`config.mk`:
```
export PLATFORM = sky130hd
export DESIGN_NAME = sine_taylor_ctrl
export DESIGN_NICKNAME = d
export VERILOG_FILES = /design/src/rtl/sine_taylor_ctrl.sv
export SDC_FILE = /design/constraint.sdc
export NUM_CORES = 1
export LEC_CHECK = 0
export CAP_MARGIN = 25
export CORE_MARGIN = 2
export CORE_UTILIZATION = 45
export CTS_CLUSTER_DIAMETER = 100
export DETAILED_ROUTE_END_ITERATION = 10
export PLACE_DENSITY_LB_ADDON = 0.15
export SETUP_SLACK_MARGIN = 0.02
export SLEW_MARGIN = 20
export SYNTH_ARGS = -nofsm -noshare
export SYNTH_HDL_FRONTEND = slang
export SYNTH_SLANG_ARGS = --single-unit
```
`constraint.sdc`:
```
create_clock -name clk -period 3.3 [get_ports clk]
set_clock_uncertainty 0.05 [all_clocks]
set_input_delay 0.495 -clock clk [delete_from_list [all_inputs] [get_ports clk]]
set_output_delay 0.495 -clock clk [all_outputs]
set_load 0.005 [all_outputs]
```
`src/rtl/sine_taylor_ctrl.sv`:
```
// Taylor-series sin(x) sequencer that drives one shared Booth multiplier through a req/ack handshake.
// Q16 in, signed Q16 out; odd terms accumulate with alternating sign.
module sine_taylor_ctrl #(
    parameter int unsigned TERMS = 4
) (
    input  logic        clk,
    input  logic        rst,
    input  logic        start,
    input  logic [16:0] x,
    output logic        busy,
    output logic        done,
    output logic [17:0] result,
    output logic        mul_req,
    output logic [16:0] mul_a,
    output logic [16:0] mul_b,
    input  logic        mul_ack,
    input  logic [33:0] mul_p
);

    typedef enum logic [2:0] {
        IDLE,
        SQ,
        TX,
        TC,
        DONE
    } state_t;

    state_t      state;
    logic [16:0] xr;
    logic [16:0] x2;
    logic [16:0] term;
    logic [2:0]  k;
    logic [18:0] acc;
    logic [16:0] prod;
    logic        unused_bits;

    // Q16 product: floor of a*b / 2^16, overflow bit dropped
    assign prod        = mul_p[32:16];
    assign unused_bits = ^{mul_p[33], mul_p[15:0], xr, term, acc[18]};

    function automatic logic [16:0] coef(input logic [2:0] idx);
        logic [16:0] c;
        case (idx)
            3'd1:    c = 17'd10923;
            3'd2:    c = 17'd3277;
            3'd3:    c = 17'd1560;
            3'd4:    c = 17'd910;
            3'd5:    c = 17'd596;
            3'd6:    c = 17'd420;
            3'd7:    c = 17'd312;
            default: c = '0;
        endcase
        return c;
    endfunction

    always_ff @(posedge clk or posedge rst) begin
        if (rst) begin
            state   <= IDLE;
            xr      <= '0;
            x2      <= '0;
            term    <= '0;
            k       <= '0;
            acc     <= '0;
            busy    <= 1'b0;
            done    <= 1'b0;
            result  <= '0;
            mul_req <= 1'b0;
            mul_a   <= '0;
            mul_b   <= '0;
        end else begin
            case (state)
                IDLE: begin
                    done <= 1'b0;
                    busy <= 1'b0;
                    // the done pulse lands in IDLE; a start seen alongside it is dropped
                    if (start && !done) begin
                        xr      <= x;
                        term    <= x;
                        acc     <= {2'b00, x};
                        k       <= 3'd1;
                        busy    <= 1'b1;
                        mul_req <= 1'b1;
                        mul_a   <= x;
                        mul_b   <= x;
                        state   <= SQ;
                    end
                end
                SQ: begin
                    if (mul_ack) begin
                        x2    <= prod;
                        mul_a <= term;
                        mul_b <= prod;
                        state <= TX;
                    end
                end
                TX: begin
                    if (mul_ack) begin
                        term <= prod;
                        if (prod == '0) begin
                            mul_req <= 1'b0;
                            state   <= DONE;
                        end else begin
                            mul_a <= prod;
                            mul_b <= coef(k);
                            state <= TC;
                        end
                    end
                end
                TC: begin
                    if (mul_ack) begin
                        term <= prod;
                        if (k[0]) begin
                            acc <= acc - {2'b00, prod};
                        end else begin
                            acc <= acc + {2'b00, prod};
                        end
                        k <= k + 3'd1;
                        if (k == 3'(TERMS - 1) || prod == '0) begin
                            mul_req <= 1'b0;
                            state   <= DONE;
                        end else begin
                            mul_a <= prod;
                            mul_b <= x2;
                            state <= TX;
                        end
                    end
                end
                DONE: begin
                    done   <= 1'b1;
                    result <= acc[17:0];
                    state  <= IDLE;
                end
                default: state <= IDLE;
            endcase
        end
    end

endmodule

```
# ---- After elaboration in Yosys (flattened, before gate mapping)
# Index checks and enable logic that the tools add are counted.
# Widths: inputs -> output; s select.
dict set report word_totals {
  register_bits 114
  latch_bits 0
  mem_bits_rw 0
  romBits 0
  inputBits 55
  output_inout_bits 55
  elab_cells 87
  mem_count 0
}
dict set report op_classes {
  n_addsub 3
  n_mul 0
  div 0
  magnitude_cmp 0
  n_eq_ne 20
  shift 0
  n_mux 36
  bitwise 0
  reduce_logical 17
}
# operator n
set ops {}
lappend ops {{$mux 17} 11}
lappend ops {{$pmux 17 s4} 2}
lappend ops {{$pmux 14 s7} 1}
lappend ops {{$mux 19} 3}
lappend ops {{$pmux 19 s2} 1}
lappend ops {{$pmux 17 s2} 1}
lappend ops {{$mux 3} 7}
lappend ops {{$add 19x17->19} 1}
lappend ops {{$sub 19x17->19} 1}
lappend ops {{$logic_not 17->1} 1}
lappend ops {{$ne 2x2->1 const B} 8}
lappend ops {{$eq 3x3->1 const B} 5}
lappend ops {{$eq 3x2->1 const B} 4}
lappend ops {{$pmux 3 s4} 1}
lappend ops {{$reduce_and 7->1} 1}
lappend ops {{$eq 3x1->1 const B} 2}
lappend ops {{$mux 1} 6}
lappend ops {{$pmux 3 s2} 1}
lappend ops {{$reduce_and 3->1} 2}
lappend ops {{$reduce_and 6->1} 1}
lappend ops {{$reduce_bool 2->1} 3}
lappend ops {{$reduce_and 4->1} 1}
lappend ops {{$reduce_bool 4->1} 1}
lappend ops {{$add 3x1->3 const B} 1}
lappend ops {{10 further kinds} 10}

# ---- Depth between registers and ports, before layout
# Gate-level depths: netlist of the first run.
dict set report depth {
  word_depth 5
  mapped_depth 16
  depth_no_buf 15
}

# ---- Least setup slack after synthesis of the first run
# Ideal clock, no wire load.
dict set report synth_timing {
  kind {input -> register}
  start {input port mul_p[19]}
  end {register acc[17]}
  setup_ps 127
  arrival_time_ps 3283
  t_required_ps 3123
  setup_slack_ps -160
  cell_stages 14
  n_path_buf 1
  path_cell_list {buf_2 -> nor4_1 -> nand2_1 -> o41ai_1 -> xor2_1 -> ha_1 -> nand2_1 -> nor2_1 -> or4_1 -> a31o_1 -> a21oi_2 -> xnor2_1 -> a21oi_1 -> o22ai_1}
}
dict set report synth_via {
  elab_chain_cells 4
  word_cells_on_any_way 5
  classes_between {2 x add/sub; 3 x mux}
}
# item line_no
set synth_rtl {}
lappend synth_rtl {{from (decl)} 17} ;# input logic [33:0] mul_p
lappend synth_rtl {{$add 19x17->19 / $sub 19x17->19 (equally long branches)} {115, 113}}
lappend synth_rtl {{$mux 19 *} 112} ;# if (k[0]) begin
lappend synth_rtl {{$mux 19 *} 110} ;# if (mul_ack) begin
lappend synth_rtl {{$pmux 19 s2 *} 71} ;# case (state)
lappend synth_rtl {{to (signal assigned)} 79} ;# acc <= {2'b00, x};
lappend synth_rtl {{to (signal assigned)} 113} ;# acc <= acc - {2'b00, prod};
lappend synth_rtl {{to (signal assigned)} 115} ;# acc <= acc + {2'b00, prod};
lappend synth_rtl {{to (decl)} 33} ;# logic [18:0] acc;
# Every way passes the cells marked *; elsewhere a longest branch is shown, timed or not. The select of a mux whose other input is x is not followed.
# A chain may end at the register's enable or synchronous reset.

# ---- Worst setup path in the final report of the first run
dict set report layout_timing {
  start {input port mul_p[27]}
  end {register acc[17]}
}
# Same word-level chain as after synthesis.

==> results by group, run 1 <==
Run status
  • Status: finished clean

Pwr
  • Total power draw: between 0.01 and 0.015 W
  • Power Density: ~1100 nW/µm²
  • Peak supply drop: between 0.0004 and 0.0005 V
  • Static Leak: around 4.0 nW

Worst hold path
  • Min-delay worst type: reg -> reg

Drt
  • Met2 wire len: 9580 µm
  • Post-Route WL: ~20000 µm
  • Met3 wire length: between 1000 and 1500 µm
  • Routed length per placed instance: 18.5 µm
  • Pre-antenna DRT Iters: 6
  • Vias: 6398
  • Post-route ant nets: 0
  • Vias per Instance: 5.79
  • Max Used Layer: met4
  • Met1 wire length: 9130 µm
  • # DRC: 0
  • DRT iter0 DRCs: 610

STA
  • Final TNS setup: 0 ns
  • Hold Violations, Final: 0
  • Tightest Pin Transition: approximately 0.85 ns
  • Relative slew slack: a little over two fifths
  • Final Max Tran Viols: 0
  • Fin crit share: 97.8%
  • Max Freq: 0.310 GHz
  • Period minus WS final: ~3.2 ns
  • Final setup viols: 0

Global routing
  • Antenna violations before repair: 0
  • First-pass GRT wire length: between 30000 and 40000 µm
  • Grt ovf: 0
  • Maximum number of pins on one net before global-route repair: 38
  • GRT Total Usage: 26.6%
  • Vias in the first global route: 6256

Clocking
  • Root buffer cell: clkbuf_16
  • Clk_lat worst skew: ~0.42 ns
  • Clock Path Buffers: 2
  • H-Tree Depth: 4
  • Sink Count: ~110
  • Num CTS Buffers: 17
  • CTS tree: built
  • Clock Pin Slew Worst Setup and Hold Paths: about 0.06 ns

Worst setup path
  • CP max stage delay: approximately 0.43 ns
  • Critical Path AT: ~3.5 ns
  • Crit Path Category: in -> reg
  • Slowest CP cell: or3_4
  • CP endpoint kind: flip-flop
  • Crit path required time: 3.56 ns
  • Critical Path Start Type: input pin
  • Cell chain of the critical path: clkbuf_2, nor3_2, nand2_1, or3_4, nor2b_4, ha_1, mux2i_1, ha_1, o21ai_1, a21oi_1, or4_4, a31o_1, a21oi_2, xnor2_2, a21oi_2, o22ai_2
  • CP Max Fanout: 2

Synth
  • Yosys top cell by area: dfrtp_1
  • Primary FF master, synth: dfrtp_1
  • Synth Register Bits: between 100 and 150
  • Synth Instances: about 770
  • Synth unique cells: 54
  • Register area share after synthesis: a little over two fifths
  • Largest cells by area after synthesis: dfrtp_1 42%, nand2_1 6.7%, mux2_2 5.7%
  • EDFF count, synth: 0
  • Mean Syn Cell Area: slightly below 9 µm²
  • Synth warn: 0
  • Yosys top cell area share: between 40% and 50%
  • Post-Syn Area: 6680 µm²
  • Synth async-reset ratio: between 90% and 100%
  • Net Count, Synth: about 850

Cells and area
  • Fin nets: between 900 and 1000
  • Area grow syn2layout: 35.0%
  • ANT cells: 0
  • Layout cells sized above 1: 20.1%
  • Post-layout util: 62.1%
  • Final instance area: about 9000 µm²

Floorplan
  • Starting Density: around 46%
  • Row cnt: 44
  • Core area: around 15000 µm²
  • Top-Level Pins: 110
  • Die Wd: around 130 µm
  • Die height: 126 µm
  • Die area: around 16000 µm²

Placement
  • Gpl congestion: 0.990
  • Hpwl dp: roughly 15000 µm
  • I/O Buffers: 92
  • Dpl cell area: approximately 8300 µm²

Run
  • Max-cap viol count: 0
==> critical path: cells and delay by family <==
family | cells | cell delay [ns]
multiplexers | 1 | 0.16
AO/OA/AOI/OAI | 6 | 0.81
XOR/XNOR | 1 | 0.11
buffers and inverters | 1 | 0.11
adder cells (fa/ha/maj) | 2 | 0.49
AND/OR/NAND/NOR | 5 | 1.30
==> report_power, final <==
part	switching [W]	internal [W]	total, W
combinational	0.00290	0.00271	0.00561
clock	0.000653	0.00134	0.00199
sequential	0.000457	0.00203	0.00249
total	0.00401	0.00608	0.0101
==> state kept, by name (all words and copies together) (netlist names), 3 cells and up <==
register	cells
mul_a	17
x2	17
result	18
acc	18
mul_b	17
state	3
term	17
k	3
==> path summary, 6_finish.rpt <==
kind / slack, ns / startpoint / endpoint / cells past startpoint
min: 0.43 / mul_b[14] / mul_b[14] / 2
max reg2reg: 0.26 / k[0] / acc[17] / 12
min reg2reg: 0.43 / mul_b[14] / mul_b[14] / 2
min in group asynchronous: 0.53 / rst / acc[1] / 2
max: 0.07 / mul_p[27] / acc[17] / 16
max in group asynchronous: 2.02 / rst / mul_b[13] / 3
==> area by class of cell <==
class                   instances  area (µm²)
clock inverters                 9         153
multi-input cells             577        3670
flip-flops and latches        113        2830
clock buffers                  23         488
well taps                     184         230
repair buffers                177        1570
fillers                      1258        5520
inverters                      22        86.3
==> metrics by stage <==
step           hold WS, ns  instances  setup slack [ns]
6_report             0.425       1105            0.0720
4_1_cts              0.433       1102            0.0259
3_3_place_gp         0.411       1067            -0.507
3_5_place_dp         0.421       1067            -0.600
5_1_grt              0.460       1105           -0.0457
2_1_floorplan        0.417        767            0.0225
==> layer usage <==
metal,up-vias,global-route usage [%]
li1,2999,-
met1,3084,37.7
met2,274,41.6
met3,41,5.31
met4,0,7.76
met5,-,0
==> layout by cell type, fill, tap and decap left out, types with 5 or more instances in the layout <==
| master | instances |
|---|---|
| a21oi_1 | 63 |
| a21oi_2 | 6 |
| a221oi_1 | 15 |
| a31oi_1 | 24 |
| buf_4 | 81 |
| clkbuf_16 | 17 |
| clkbuf_2 | 7 |
| clkdlybuf4s50_1 | 77 |
| dfrtp_1 | 113 |
| dlymetal6s2s_1 | 5 |
| ha_1 | 24 |
| inv_1 | 20 |
| mux2_2 | 34 |
| nand2_1 | 120 |
| nand2b_1 | 21 |
| nand3_1 | 5 |
| nor2_1 | 68 |
| nor2b_1 | 10 |
| nor3_1 | 9 |
| o211ai_1 | 6 |
| o21a_1 | 7 |
| o21ai_0 | 50 |
| o21ai_1 | 8 |
| o221ai_1 | 13 |
| o22a_1 | 8 |
| xnor2_1 | 19 |
| xor2_1 | 6 |
==> synthesized netlist by cell type, types with 4 or more instances <==
library cell / n
a221oi_1: 15
buf_1: 5
nand2_1: 120
a31oi_1: 24
nor2b_1: 11
nor2_1: 71
and3_1: 6
ha_1: 25
nor3_1: 9
dfrtp_1: 113
o41ai_1: 4
xnor2_1: 20
nand2b_1: 21
o221ai_1: 13
nor3b_1: 4
a21oi_1: 65
inv_1: 22
o22a_1: 8
o21a_1: 7
mux2_2: 34
xor2_1: 6
clkbuf_1: 43
a21oi_2: 4
nand3_1: 5
buf_2: 7
o211ai_1: 6
o21ai_1: 7
o21ai_0: 51
==> what timing repair did <==
item,in CTS,in global routing
resized for setup,17,34
pin swaps,9,20
buffers inserted,3,3
endpoints found under the setup margin,1,5
hold buffers,0,0
==> logic make-up after synthesis <==
group	after synthesis	synth area share [%]
buffers and inverters	77	4.46
muxes	37	6.20
DFF	113	42.3
and+or+nand+nor	262	17.3
adders and majority gates	26	4.98
xor gates and xnor gates	26	3.41
AOI/OAI and AO/OA	226	21.3
Note: power is estimated with default switching activity, not from simulation.
==> inputs of run 2 (changes only) <==
--- a/config.mk
+++ b/config.mk
@@ -7,3 +7,2 @@
 export LEC_CHECK = 0
-export CAP_MARGIN = 25
 export CORE_MARGIN = 2
@@ -14,3 +13,2 @@
 export SETUP_SLACK_MARGIN = 0.02
-export SLEW_MARGIN = 20
 export SYNTH_ARGS = -nofsm -noshare
==> constraint.sdc (replaced) <==
create_clock -name clk -period 3.3 [get_ports clk]
set_clock_uncertainty 0.05 [all_clocks]
set_input_delay 0.33 -clock clk [delete_from_list [all_inputs] [get_ports clk]]
set_output_delay 0.33 -clock clk [all_outputs]
set_load 0.005 [all_outputs]
==> run 2 against run 1 <==
Net effect: utilization is 0.052 points lower; global-route usage shrank 0.16 points; sequential cell count did not move; sequential share of layout area hardly changed; via count down 0.92%; fmax grew 4.1%; critical endpoint unchanged.
==> results by group, run 2 (same netlist as run 1, synthesis figures left out) <==
Cells and area
  • Layout cells sized above 1: 19.1% (-1.0 points)
  • Fillers: 1281 (+1.8%)
  • Post-layout util: 62.0% (about the same)
  • Area grow syn2layout: 34.8% (about the same)
  • Fin nets: 986 (-0.30%)
  • Multi-input logic area: 3650 µm² (-0.55%)
  • Sequential Area: 2830 µm² (unchanged)
  • Most frequent cells in the layout: 120 x nand2_1, 113 x dfrtp_1, 81 x buf_4
  • Most common cell after layout, fill and taps aside: nand2_1
  • ANT cells: 0 (unchanged)
  • Top flop regs: acc: 18 flops, result: 18 flops
  • Final instance area: 9010 µm² (about the same)

Clocking
  • Clk_lat worst skew: 0.43 ns (about the same)
  • Clock Path Buffers: 2 (unchanged)
  • CTS tree: built
  • Sink Count: 113 (unchanged)
  • Root buffer cell: clkbuf_16
  • Num CTS Buffers: 17 (unchanged)
  • Post-CTS Hold Buffers: 0 (unchanged)
  • Clock Pin Slew Worst Setup and Hold Paths: 0.06 ns (about the same)
  • H-Tree Depth: 4 (unchanged)

STA
  • Final setup viols: 0 (unchanged)
  • Hold Slack: 0.300 ns (-0.126 ns)
  • Hold Violations, Final: 0 (unchanged)
  • Period minus WS final: 3.10 ns (-0.127 ns)
  • Max Freq: 0.322 GHz (+4.1%)
  • Relative slew slack: 49.2% (+5.8 points)
  • Final Max Tran Viols: 0 (unchanged)
  • Setup WS post-layout: 0.199 ns (+0.127 ns)
  • Final TNS setup: 0 ns (unchanged)
  • Fin crit share: 94.0% (-3.9 points)
  • Tightest Pin Transition: 0.761 ns (-0.0881 ns)
  • RSZ-0062 raised after global routing: yes

Drt
  • Vias: 6339 (-0.92%)
  • Vias per Instance: 5.75 (-0.65%)
  • Routed length per placed instance: 18.6 µm (+0.41%)
  • # DRC: 0 (unchanged)
  • Pre-antenna DRT Iters: 5 (-1)
  • DRT iter0 DRCs: 531 (-13%)
  • Post-Route WL: 20500 µm (+0.14%)
  • Post-route ant nets: 0 (unchanged)

Worst setup path
  • Slowest CP cell: dfrtp_1
  • Cell chain of the critical path: buf_4, nor2_1, xnor2_1, ha_1, a21oi_2, nand2_1, or4_1, a31o_1, a21oi_2, xnor2_2, a21oi_2, o22ai_1
  • Critical Path Start Type: flip-flop
  • Crit path required time: 3.60 ns (+0.04 ns)
  • Worst path most repeated cell: a21oi_2
  • Crit Path Category: reg -> reg
  • Reg2reg end: acc[17]
  • CP Max Fanout: 13 (+11)
  • CP max stage delay: 0.67 ns (+0.24 ns)
  • FF-to-FF Start: k[0]
  • Critical Path AT: 3.40 ns (-0.08 ns)
  • R2r setup slk: 0.20 ns (-0.06 ns)
  • CP endpoint kind: flip-flop
  • R2R cell count: 12 (unchanged)

Floorplan
  • Row cnt: 44 (unchanged)
  • Die height: 126 µm (unchanged)
  • Core area: 14500 µm² (unchanged)
  • Die area: 15800 µm² (unchanged)
  • Top-Level Pins: 110 (unchanged)
  • Die Wd: 126 µm (unchanged)
  • Starting Density: 46.0% (unchanged)

Placement
  • Post-Place Setup Slack: -0.366 ns (+0.234 ns)
  • I/O Buffers: 92 (unchanged)
  • Dpl cell area: 8260 µm² (-0.26%)
  • Hpwl dp: 14500 µm (-0.40%)
  • Gpl congestion: 0.916 (-7.5%)

Worst hold path
  • HP Start: mul_p[16]
  • Min-delay worst type: in -> reg
  • Worst min-delay path endpoint: x2[0]
  • Hold Crit Depth: 3 (+1)

Run status
  • Status: finished clean

Pwr
  • Power Density: 1110 nW/µm² (-0.55%)
  • Static Leak: 4.01 nW (+1.2%)
  • Peak supply drop: 0.000456 V (-5.3%)

Run
  • Max-cap viol count: 0 (unchanged)

Global routing
  • Grt ovf: 0 (unchanged)
  • Maximum number of pins on one net before global-route repair: 63 (+66%)
  • First-pass GRT wire length: 32800 µm (-1.1%)
  • GRT Total Usage: 26.4% (-0.16 points)
  • Antenna violations before repair: 0 (unchanged)
  • Vias in the first global route: 6128 (-2.0%)
## run 2: cell count changes in the layout (fill, tap and decap cells not counted), moves of 2 or more
cell             delta
a31oi_1             -2
a31oi_2             +2
buf_6               -2
clkbuf_1            -2
clkbuf_2            -7
clkbuf_8            -3
clkdlybuf4s15_1     -2
clkdlybuf4s50_1     +3
clkinv_4            +3
clkinvlp_4          -2
dlymetal6s2s_1      +7
inv_6               +5
nor2_1              +2
## run 2: worst max-delay path by stage
stage                   start  endpoint  slack [ns]
floorplan           mul_p[19]   acc[17]        0.12
global placement    mul_p[19]   acc[17]       -0.34
detailed placement  mul_p[27]   acc[17]       -0.37
CTS                 mul_p[16]   acc[17]        0.03
global route             k[0]   acc[17]       -0.01
finish                   k[0]   acc[17]        0.20
## run 2: worst max-delay path: cells and delay by family, from the launching register on
kind | cells | cell delay (ns)
AO/OA/AOI/OAI | 5 | 0.76
flip-flops | 1 | 0.67
AND/OR/NAND/NOR | 3 | 0.65
adder cells (fa/ha/maj) | 1 | 0.34
buffers and inverters | 1 | 0.28
XOR/XNOR | 2 | 0.28
## run 2: timing repair
action	CTS	global route
endpoints found under the setup margin	1	5
buffers inserted	0	2
pin swaps	1	9
resized for setup	1	27
## run 2: layout make-up
type | count | area share (%)
Multi-Input combinational cell | 577 | 40.5
Sequential cell | 113 | 31.4
Timing Repair Buffer | 174 | 17.5
Clock buffer | 18 | 4.87
Tap cell | 184 | 2.55
Clock inverter | 14 | 2.25
Inverter | 22 | 0.958
## run 2: report_power, final
part / leakage, nW / internal (W) / switching [W]
Combinational: 2.32 / 0.00263 / 0.00287
Clock: 0.312 / 0.00130 / 0.000727
Sequential: 1.38 / 0.00203 / 0.000467
## run 2: layer usage
layer	track usage (%)	wire length (µm)	part of all wire, %
met5	0	0	0
met4	8.79	295	1.4
met3	5.06	1320	6.4
met2	40.4	9400	46
met1	38.0	9500	46
## run 2: metrics by stage
| stage | total power, W | std cells |
|---|---|---|
| 2_1_floorplan | 0.00576 | 767 |
| 3_3_place_gp | 0.00776 | 1068 |
| 3_5_place_dp | 0.00787 | 1068 |
| 4_1_cts | 0.00995 | 1100 |
| 5_1_grt | 0.0108 | 1102 |
| 6_report | 0.0100 | 1102 |
